==> config.mk <==
export PLATFORM = sky130hd
export DESIGN_NAME = lsu_req_buffer
export DESIGN_NICKNAME = d
export VERILOG_FILES = /design/src/rtl/lsu_req_buffer.sv
export SDC_FILE = /design/constraint.sdc
export NUM_CORES = 1
export LEC_CHECK = 0
export CORE_MARGIN = 5
export CORE_UTILIZATION = 40
export CTS_CLUSTER_DIAMETER = 80
export DETAILED_ROUTE_END_ITERATION = 6
export PLACE_DENSITY_LB_ADDON = 0.05
export SLEW_MARGIN = 10
export SYNTH_ARGS = -nofsm -noshare
export SYNTH_HDL_FRONTEND = slang
export SYNTH_SLANG_ARGS = --single-unit
==> constraint.sdc <==
create_clock -name clk -period 15.6 [get_ports clk]
set_clock_uncertainty 0.2 [all_clocks]
set_input_delay 2.34 -clock clk [delete_from_list [all_inputs] [get_ports clk]]
set_output_delay 2.34 -clock clk [all_outputs]
set_load 0.05 [all_outputs]
==> src/rtl/lsu_req_buffer.sv <==
// In-order load/store request buffer in front of cache_level_top; one request in flight at a time.
// Optional stall watchdog built when LSU_BUF_TIMEOUT_EN is defined.
module lsu_req_buffer #(
    parameter int unsigned DEPTH          = 4,
    parameter int unsigned DATA_WIDTH     = 32,
    parameter int unsigned OP_WIDTH       = 4,
    parameter int unsigned TIMEOUT_CYCLES = 256
) (
    input  logic                  clk,
    input  logic                  rst,
    input  logic                  req_valid,
    output logic                  req_ready,
    input  logic [31:0]           req_addr,
    input  logic [OP_WIDTH-1:0]   req_op,
    input  logic [31:0]           req_wdata,
    output logic [31:0]           address,
    output logic [OP_WIDTH-1:0]   lsu_operator,
    output logic [31:0]           write_data,
    output logic                  mem_enable,
    input  logic                  stall,
    input  logic [DATA_WIDTH-1:0] read_data,
    output logic                  rsp_valid,
    output logic [DATA_WIDTH-1:0] rsp_data,
    output logic [$clog2(DEPTH):0] occupancy,
    output logic                  err_timeout
);
    localparam int unsigned AW = $clog2(DEPTH);
    localparam int unsigned PW = AW + 1;

    typedef enum logic [1:0] {StIdle, StIssue, StGap} state_e;

    state_e state_q, state_d;

    logic [31:0]         addr_mem  [DEPTH];
    logic [OP_WIDTH-1:0] op_mem    [DEPTH];
    logic [31:0]         wdata_mem [DEPTH];

    logic [PW-1:0] wr_ptr_q, wr_ptr_d;
    logic [PW-1:0] rd_ptr_q, rd_ptr_d;
    logic          full_q, full_d;
    logic          empty;
    logic          push, pop;

    logic [31:0]           addr_q, addr_d;
    logic [OP_WIDTH-1:0]   op_q, op_d;
    logic [31:0]           wdata_q, wdata_d;
    logic                  rsp_valid_q, rsp_valid_d;
    logic [DATA_WIDTH-1:0] rsp_data_q, rsp_data_d;

    // Ready depends only on state held in flops, never on a same-cycle pop.
    assign req_ready = rst & ~full_q;
    assign push      = req_valid & req_ready;
    assign empty     = (wr_ptr_q == rd_ptr_q);
    assign wr_ptr_d  = wr_ptr_q + PW'(push);
    assign rd_ptr_d  = rd_ptr_q + PW'(pop);
    assign full_d    = (wr_ptr_d[AW] != rd_ptr_d[AW]) &&
                       (wr_ptr_d[AW-1:0] == rd_ptr_d[AW-1:0]);
    assign occupancy = wr_ptr_q - rd_ptr_q;

    always_comb begin
        state_d     = state_q;
        addr_d      = addr_q;
        op_d        = op_q;
        wdata_d     = wdata_q;
        rsp_valid_d = 1'b0;
        rsp_data_d  = rsp_data_q;
        mem_enable  = 1'b0;
        pop         = 1'b0;
        unique case (state_q)
            StIdle: begin
                if (!empty) begin
                    state_d = StIssue;
                    addr_d  = addr_mem[rd_ptr_q[AW-1:0]];
                    op_d    = op_mem[rd_ptr_q[AW-1:0]];
                    wdata_d = wdata_mem[rd_ptr_q[AW-1:0]];
                end
            end
            StIssue: begin
                mem_enable = 1'b1;
                if (!stall) begin
                    pop         = 1'b1;
                    rsp_valid_d = 1'b1;
                    rsp_data_d  = read_data;
                    state_d     = StGap;
                end
            end
            StGap: begin
                state_d = StIdle;
            end
            default: begin
                state_d = StIdle;
            end
        endcase
    end

    always_ff @(posedge clk) begin
        if (!rst) begin
            state_q     <= StIdle;
            wr_ptr_q    <= '0;
            rd_ptr_q    <= '0;
            full_q      <= 1'b0;
            addr_q      <= '0;
            op_q        <= '0;
            wdata_q     <= '0;
            rsp_valid_q <= 1'b0;
            rsp_data_q  <= '0;
        end else begin
            state_q     <= state_d;
            wr_ptr_q    <= wr_ptr_d;
            rd_ptr_q    <= rd_ptr_d;
            full_q      <= full_d;
            addr_q      <= addr_d;
            op_q        <= op_d;
            wdata_q     <= wdata_d;
            rsp_valid_q <= rsp_valid_d;
            rsp_data_q  <= rsp_data_d;
        end
    end

    // Storage needs no reset: an entry is only read after it has been written.
    always_ff @(posedge clk) begin
        if (push) begin
            addr_mem[wr_ptr_q[AW-1:0]]  <= req_addr;
            op_mem[wr_ptr_q[AW-1:0]]    <= req_op;
            wdata_mem[wr_ptr_q[AW-1:0]] <= req_wdata;
        end
    end

    assign address      = addr_q;
    assign lsu_operator = op_q;
    assign write_data   = wdata_q;
    assign rsp_valid    = rsp_valid_q;
    assign rsp_data     = rsp_data_q;

`ifdef LSU_BUF_TIMEOUT_EN
    localparam int unsigned TW = $clog2(TIMEOUT_CYCLES + 1);

    logic [TW-1:0] to_cnt_q, to_cnt_d;
    logic          err_q, err_d;

    // Saturating count of consecutive stalled issue cycles; the request is never aborted.
    always_comb begin
        to_cnt_d = to_cnt_q;
        err_d    = err_q;
        if (state_q == StIssue) begin
            if (!stall) begin
                to_cnt_d = '0;
            end else if (to_cnt_q != TW'(TIMEOUT_CYCLES)) begin
                to_cnt_d = to_cnt_q + TW'(1);
            end
        end
        if (to_cnt_d == TW'(TIMEOUT_CYCLES)) begin
            err_d = 1'b1;
        end
    end

    always_ff @(posedge clk) begin
        if (!rst) begin
            to_cnt_q <= '0;
            err_q    <= 1'b0;
        end else begin
            to_cnt_q <= to_cnt_d;
            err_q    <= err_d;
        end
    end

    assign err_timeout = err_q;
`else
    logic unused_timeout_cfg;
    assign unused_timeout_cfg = ^TIMEOUT_CYCLES;
    assign err_timeout        = 1'b0;
`endif

endmodule

# Yosys cells after proc, flatten, opt, wreduce, memory -nomap -nowiden
# Memories as Yosys holds them, arrays and structs flattened. A register that Yosys moved wholly into a read port is not among the register bits.
# Index checks and enable logic that the tools add are counted.
[word_totals] regBits=42 ramBits=272 input_bits=104 output_inout_bits=107 elab_cells=39 memories=3
[memory_table] name="addr_mem" words=4 width=32 read_ports=1 rd_clocked_by_memory_dff=1 write_ports=1 line_no="34" text="logic [31:0] addr_mem [DEPTH];"
[memory_table] name="wdata_mem" words=4 width=32 read_ports=1 rd_clocked_by_memory_dff=1 write_ports=1 line_no="36" text="logic [31:0] wdata_mem [DEPTH];"
[memory_table] name="op_mem" words=4 width=4 read_ports=1 rd_clocked_by_memory_dff=1 write_ports=1 line_no="35" text="logic [OP_WIDTH-1:0] op_mem [DEPTH];"
[classes] add_sub_neg=3 n_eq_ne=6 mux=8 n_bitwise=5 n_reduce_logical=8
[ops] op="$add A3 B1 Y3" count=2
[ops] op="$reduce_and A2 Y1" count=3
[ops] op="$mux W1" count=5
[ops] op="$mux W2" count=2
[ops] op="$ne A2 B2 Y1 const B" count=2
[ops] op="$pmux W2 S2" count=1
[ops] op="$eq A3 B3 Y1" count=1
[ops] op="$logic_not A1 Y1" count=3
[ops] op="$not A1 Y1" count=3
[ops] op="$sub A3 B3 Y3" count=1
[ops] op="$and A1 B1 Y1" count=2
[ops] op="$eq A2 B1 Y1 const B" count=1
[ops] op="$eq A2 B2 Y1" count=1
[ops] op="$logic_not A2 Y1" count=1
[ops] op="$logic_and A1 B1 Y1" count=1
[ops] op="$ne A1 B1 Y1" count=1

# Longest topological paths before layout
# Gate-level depths: netlist of the first run.
[logic_depth] depth_word=6 depth_mapped=10 ltp_nobuf=8

# Worst setup path after synthesis of the first run
# No wires, ideal clock.
[synth_path] kind="input to register" start="input rst" end="memory addr_mem[0][0], enable pin" setup_ns=0.578 arrival_time_ns=8.165 required_ns=14.822 setup_slack_ns=6.657 stages=4 path_buffers=1 cell_sequence="buf_2 -> nor2b_1 -> nand2_1 -> nor3_1"
[synth_via] elab_chain_cells=4
[synth_lines] item="start: declaration" line_no="10" text="input logic rst,"
[synth_lines] item="$and A1 B1 Y1" line_no="51" text="assign req_ready = rst & ~full_q;"
[synth_lines] item="named net req_ready" line_no="12" text="output logic req_ready,"
[synth_lines] item="$and A1 B1 Y1" line_no="52" text="assign push = req_valid & req_ready;"
[synth_lines] item="$mux W1" line_no="122" text="if (push) begin"
[synth_lines] item="$mux W1 (not written as such)" line_no="123" text="addr_mem[wr_ptr_q[AW-1:0]] <= req_addr;"
[synth_lines] item="end: declaration" line_no="34"
# The timed path passes the listed nets, and every way through them passes these cells.

# Worst setup path in the final report of the first run
[layout_path] start="input rst" end="output req_ready"
[layout_via] elab_chain_cells=1
[layout_lines] item="$and A1 B1 Y1" line_no="51"
[layout_lines] item="end: declaration" line_no="12"
# No other way between the ends.

==> reports/summary.md, run 1 <==
The total negative slack for setup checks is 0 ps. For the total standard cell area after synthesis, the log shows 15200 µm². The run gives 0.683 as the part of the Yosys area used for sequential elements. In the synthesized netlist, the cells that appear most often are 272 x sky130_fd_sc_hd__edfxtp_1, 165 x sky130_fd_sc_hd__o211ai_1, 134 x sky130_fd_sc_hd__nand2_1, 110 x sky130_fd_sc_hd__dfxtp_1, 68 x sky130_fd_sc_hd__mux4_2.

Overall power consumption after layout is estimated at 2.61 mW. The worst-margin pin slew is 933 ps, and the final critical delay including setup and external delays is 6630 ps. The flow ran to the end, and the final reports show no timing, DRC or antenna violations. Setup violations remaining at the end of the flow were counted as 0. The min-delay analysis places its worst path in the category flop to flop. Met1 track demand over resource: 0.245. The detailed-route vias per instance was 5.36; the least setup slack across all paths after layout was 8970 ps.

The H-tree was split into 2 levels. After clock tree synthesis, the clock-pin slew on the worst setup and hold paths is 50 ps. Length of the first detailed-routing pass in iterations: 5. The tools report the switching power as 0.733 mW.

The number of enable-type register cells in the synthesized netlist is 272. Pin count of the biggest net entering global routing: 120. The half-perimeter wire length of the detailed placement result is 20.8 mm, and the ratio of final minimum period to clock period is 0.425. The tools report the die area as 42000 µm².

STA classifies the critical path startpoint as an input pin. Counting both buffers and inverters, the worst setup path holds a total of 2. The biggest area consumer among synthesized cells is sky130_fd_sc_hd__edfxtp_1.

Post-cts repair resize count: 0. Across all layers, the routed design uses 9019 vias. Each instance of the synthesized netlist takes up on average 15.9 µm².

The startpoint identified for the worst register-to-register timing path is rd_ptr_q[0]. The critical path in this run is classified as input pin to primary output. The maximum single-stage delay on the critical path was 860 ps. The fraction of synthesis flops using an asynchronous set or reset pin works out to 0. Walking the worst path, the cells encountered are buf_6 -> nor2b_1 -> clkdlybuf4s50_1. Setup repair after global routing left no endpoint under its margin. The logs give 12760 ps for the setup slack of the worst register-to-register path and 37.5 mm for the overall routed net length. The worst slew slack as a fraction of its limit is 0.378. In this run the tool buffered the top-level ports with 209 buffer cells.

After floorplanning, the core was sized to cover 37600 µm². Dividing total power by cell area gives a power density of 137 nW/µm². The logs give 0.372 for the clock power share and 0 for the total grt overflow. The congestion estimate from routability-driven global placement came to 0.705. In this run the cell area measured after placement is 17700 µm². Achievable clock frequency: 0.151 GHz. The run gives 0.507 as the post-layout utilization of the core. For the cts-stage hold buffer count, the log shows 0. The switching share of total power was 0.281; the met3 demand-to-capacity share in global routing was 0.0375. After detailed placement, the design holds a cell count of 1603. The standard-cell row count is 71.

The number of buffers inserted during clock tree synthesis was 43. Leaving out filler cells and counting taps, the final layout contains 1682. The run gives 9249 as the via count of the first global-routing pass. The fraction of power consumed by sequential logic is 0.455. IR analysis of the VDD net gives a maximum drop of 0.0000839 V. Family with the most delay on the worst path: buffers and inverters. The tools report the kind of end point of the critical path as a primary output.

The register bit count reported by yosys came out at 382. The worst hold path begins at rsp_data[22]. From bottom edge to top edge, the die measures 205 µm.

Combinational share of power: 0.173. For the worst-skew pair, the clock arrives at the later sink with an insertion delay of 540 ps. For this run, the number of Yosys warnings is 0. The global routing usage summed across all routing layers was 0.176; the number of failing hold endpoints at the final stage was 0. Across all hold checks on the routed design, the worst slack comes to 250 ps.

In this run the worst setup path begins at rst. For the post-CTS setup repair buffer count, the log shows 0. Among all flip-flop cells after synthesis, the most frequent one is sky130_fd_sc_hd__edfxtp_1. The fraction of post-synthesis cell area in the top cell type by area was 0.538; the worst path arrival time was 4090 ps. The layer carrying the most global-route usage was met2. Signed area change from the synthesized netlist to the final layout: 25.4%. Sorting the synthesized cells by area gives the leading types as sky130_fd_sc_hd__edfxtp_1 54%, sky130_fd_sc_hd__dfxtp_1 15%, sky130_fd_sc_hd__mux4_2 10%, sky130_fd_sc_hd__o211ai_1 8.2%, sky130_fd_sc_hd__nand2_1 3.3%. The max-slew violation total from the final report came out at 0. The run gives 0.287 as the met2 track demand over resource in global routing.

Of all nets on the critical path, the largest fanout is 119. Antenna diode count: 0. Maximum clock insertion buffer count: 3.

TritonCTS built the clock tree. The tools report the count of routing violations after the opening detailed-route iteration as 450. sky130_fd_sc_hd__edfxtp_1 is the most common cell in the netlist. Once detail routing completed, the nets flagged for antenna violations numbered 0. The die is 205 µm wide.

The count of unresolved DRC violations after routing was 0; the area of all placed cells without fillers was 19000 µm². Buffer type at the clock tree root: sky130_fd_sc_hd__clkbuf_16. The tools report the number of antenna violations at the first check in global routing as 3.

The slowest stage of the critical path belongs to the cell sky130_fd_sc_hd__clkdlybuf4s50_1. For the cell count after synthesis, the log shows 952. The internal cell power came out at 1.88 mW.

The first global-routing pass estimated 56.8 mm of wire. Max-cap violations in this run came to 0. The post-place setup slack is 8880 ps, and the synthesized net count is 1063. The data required time at the worst endpoint came out at 13060 ps. The average wire per standard cell was 22.3 µm.

The tree built by TritonCTS fans out to 382 sinks. The share of cells above drive strength 1 was 0.172; the I/O pin count was 211. The post-synthesis cell type count is 31, and the leakage power summed over all cells is 6.01 nW. The starting density of the core was 0.404; the number of nets at the end of the flow was 1248.
sequential cells by signal, indices dropped and copies added (netlist names):
name / cells
wdata_mem: 128
state_q: 2
write_data: 32
op_mem: 16
address: 32
addr_mem: 128
full_q: 1
wr_ptr_q: 3
rd_ptr_q: 3
lsu_operator: 4
rsp_valid: 1
rsp_data: 32
power groups by stage:
stage	registers (mW)	logic, mW	clock network, mW
finish	1.19	0.452	0.971
global route	1.20	0.478	1.04
CTS	1.19	0.458	0.994
detailed placement	1.21	0.457	0
global placement	1.21	0.454	0
floorplan	1.32	0.178	0
worst reg2reg max path, cell delays in order (launching register included):
cell and delay [ps]:
sky130_fd_sc_hd__dfxtp_4 730, sky130_fd_sc_hd__ha_1 420, sky130_fd_sc_hd__nand2_4 440, sky130_fd_sc_hd__buf_4 600, sky130_fd_sc_hd__nor3_1 100, sky130_fd_sc_hd__nor4b_1 240
cells by family (layout without fill, tap and decap cells):
group,after synthesis,in the layout,synth area share
and+or+nand+nor,155,155,0.0422
DFF,382,382,0.683
xor gates and xnor gates,8,8,0.00511
other,1,1,0.000247
buffers and inverters,95,314,0.0327
muxes,68,68,0.101
adders and majority gates,7,7,0.00626
AOI/OAI and AO/OA,236,236,0.130
area by class of cell:
cell class | instances | area, µm²
Fill cell | 3245 | 18500
Sequential cell | 382 | 10400
Multi-Input combinational cell | 475 | 4370
Timing Repair Buffer | 228 | 2240
Clock buffer | 62 | 1230
Tap cell | 511 | 639
Clock inverter | 17 | 143
Inverter | 7 | 31.3
cell usage in the layout, fill, tap and decap left out, drive strengths merged:
master,netlist,layout
edfxtp,272,272
clkdlybuf4s50,0,208
o211ai,204,204
nand2,134,134
dfxtp,110,110
mux4,68,68
clkbuf,53,62
a21boi,32,32
buf,35,20
clkinv,1,15
and2,8,8
inv,6,7
ha,6,6
nor3,5,5
xnor2,4,4
xor2,4,4
nor2b,3,3
bufinv,0,2
or3b,1,1
nand3,1,1
nor3b,1,1
nor4b,1,1
and4,1,1
fa,1,1
conb,1,1
final timing paths:
| check | cells past startpoint | to |
|---|---|---|
| setup / recovery | 3 | req_ready |
| hold / removal | 2 | rsp_data[22] |
| setup reg to reg | 5 | state_q[0] |
| hold reg to reg | 2 | rsp_data[22] |
metal layers:
layer | up-vias | wire length, µm
met5 | - | 42
met3 | 57 | 2120
li1 | 4126 | -
met1 | 4571 | 16800
met4 | 6 | 800
met2 | 259 | 17700
Power figures use the tool's default switching activity.
==> run 2: changes to the inputs <==
Clock period 15.6 ns to 5.8 ns, I/O delays scaled along.
==> reports/summary.md, run 2 (synthesized netlist as in run 1, its figures left out) <==
The clock network latency to the later pin of the worst-skew pair was 540 ps (about the same); the detailed-route vias per instance was 5.41 (was 5.36). The final weighted congestion of routability-driven global placement was 0.699 (was 0.705); the area inside the core boundary was 37600 µm² (unchanged). The run gives 0.507 (about the same) as the post-layout utilization of the core.

The quantity of I/O buffers inserted on ports works out to 209 (unchanged). The kind of end point of the critical path was a primary output (unchanged). The logs give 3 (unchanged) for the maximum clock insertion buffer count and 17700 µm² (about the same) for the placed instance area. The run gives 2 (unchanged) as the number of H-tree levels. For the maximum vdd ir drop, the log shows 0.000246 V (was 0.0000839 V). The nature of the critical path startpoint is a flop (was an input pin). The worst path arrival time is 2830 ps (was 4090 ps). The clock transition at the registers of the reported paths is 60 ps (was 50 ps), and the achievable clock frequency is 0.256 GHz. The top fanout value on the critical path was 27 (was 119). The run gives 9107 (was 9019) as the routed via count.

For the worst slew slack as a fraction of its limit, the log shows 0.258 (was 0.378). Setup repair after global routing left no endpoint under its margin. The signed area change from the synthesized netlist to the final layout is 25.4% (about the same). For the minimum hold slack, the log shows 250 ps (about the same). The half-perimeter wire length of the detailed placement result was 21.5 mm (was 20.8 mm).

I/O pin count: 211 (unchanged). For the number of nets at the end of the flow, the log shows 1247 (was 1248). The leakage power summed over all cells was 6.00 nW (was 6.01 nW); the worst-margin pin slew was 1110 ps (was 933 ps). Commonest cells after routing, fill and taps aside: 272 x sky130_fd_sc_hd__edfxtp_1, 208 x sky130_fd_sc_hd__clkdlybuf4s50_1, 165 x sky130_fd_sc_hd__o211ai_1 (unchanged). The logs give 19000 µm² (about the same) for the area of all placed cells without fillers and 382 (unchanged) for the CTS sink count. The antenna violation net count after detailed routing was 0 (unchanged). The run gives 0.404 (unchanged) as the starting density of the core. The cts-stage hold buffer count came out at 0 (unchanged). The number of maximum-capacitance violations was 0 (unchanged); the pin count of the biggest net entering global routing was 70 (was 120). The length of the first detailed-routing pass in iterations was 4 (was 5); the share of cells above drive strength 1 was 0.171 (was 0.172). The buffer type at the clock tree root was sky130_fd_sc_hd__clkbuf_16 (unchanged). The ratio of final minimum period to clock period was 0.673; the post-CTS setup repair buffer count was 0 (unchanged).

TritonCTS built the clock tree. For the post-cts repair resize count, the log shows 0 (unchanged). The standard-cell row count is 71 (unchanged), and the area of combinational cells with multiple inputs is 4370 µm² (unchanged). The tools report the number of failing hold endpoints at the final stage as 0 (unchanged). The total grt overflow was 0 (unchanged); the global routing usage summed across all routing layers was 0.176 (about the same). The data required time at the worst endpoint was 4730 ps (was 13060 ps); the count of final setup violators was 0 (unchanged). Ratio of total power to cell area: 367 nW/µm² (was 137 nW/µm²).

The area taken by flip-flops and latches is 10400 µm² (unchanged), and the count of unresolved DRC violations after routing is 0 (unchanged). For the number of inserted filler cells in the final layout, the log shows 3198 (was 3245). The count of routing violations after the opening detailed-route iteration is 473 (was 450), and the max-slew violation total from the final report is 0 (unchanged). The class of the tightest hold or removal check was flop to flop (unchanged). The run gives 3 (unchanged) as the number of antenna violations at the first check in global routing.

The clock period could shrink to 3900 ps. The flow ran to the end, and the final reports show no timing, DRC or antenna violations. The run gives 9128 (was 9249) as the via count of the first global-routing pass.

The logs give 1683 (was 1682) for the count of placed standard cells in the final layout, fillers left out and 0 ps (unchanged) for the total negative slack for setup checks. The commonest non-fill, non-tap cell in the layout is sky130_fd_sc_hd__edfxtp_1 (unchanged). The logs give 56.8 mm (about the same) for the wire length of the first global-routing pass and 42000 µm² (unchanged) for the die area.

The overall routed net length was 37.5 mm (about the same). For the number of buffers inserted during clock tree synthesis, the log shows 42 (was 43). The overall die height came out at 205 µm (unchanged). The cell total after placement was 1603 (unchanged). The width of the chip came out at 205 µm (unchanged). The category of the most critical setup path was flop to primary output (was input pin to primary output). The average wire per standard cell came out at 22.3 µm (about the same).
[run 2: per-stage QoR]
stage,worst slack [ps],power [mW]
finish,1900,6.99
global route,1740,7.27
CTS,1790,7.10
detailed placement,2190,4.48
global placement,2250,4.47
floorplan,-1670,4.03
[run 2: layer usage]
metal  GRT usage  up-vias  wire length, µm
met5           0        -               34
met4      0.0467        4              780
met3      0.0385       62             2210
met2       0.290      258            17800
met1       0.238     4646            16700
li1            -     4137                -
[run 2: worst max-delay path: stages (launching register included)]
cell	delay, ps
sky130_fd_sc_hd__dfxtp_4	710
sky130_fd_sc_hd__ha_1	270
sky130_fd_sc_hd__fa_1	430
sky130_fd_sc_hd__inv_1	90
sky130_fd_sc_hd__clkdlybuf4s50_1	800
[run 2: path summary, 6_finish.rpt]
path	start	to	slack (ps)	depth (start not counted)
max	rd_ptr_q[0]	occupancy[1]	1900	4
min	rsp_data[12]	rsp_data[12]	250	2
max reg2reg	state_q[1]	write_data[22]	2870	5
min reg2reg	rsp_data[12]	rsp_data[12]	250	2
[run 2: final cells by class]
class                           instances  area share
Clock buffer                           59      0.0623
Tap cell                              511      0.0336
Timing Repair Buffer                  228       0.118
Inverter                                7     0.00164
Antenna cell                            2    0.000263
Clock inverter                         19     0.00868
Multi-Input combinational cell        475       0.230
Sequential cell                       382       0.546
[run 2: report_power, final]
group | total [mW] | internal [mW] | switching, mW
logic | 1.21 | 0.420 | 0.795
registers | 3.19 | 3.07 | 0.122
clock network | 2.59 | 1.52 | 1.07
total | 6.99 | 5.01 | 1.98
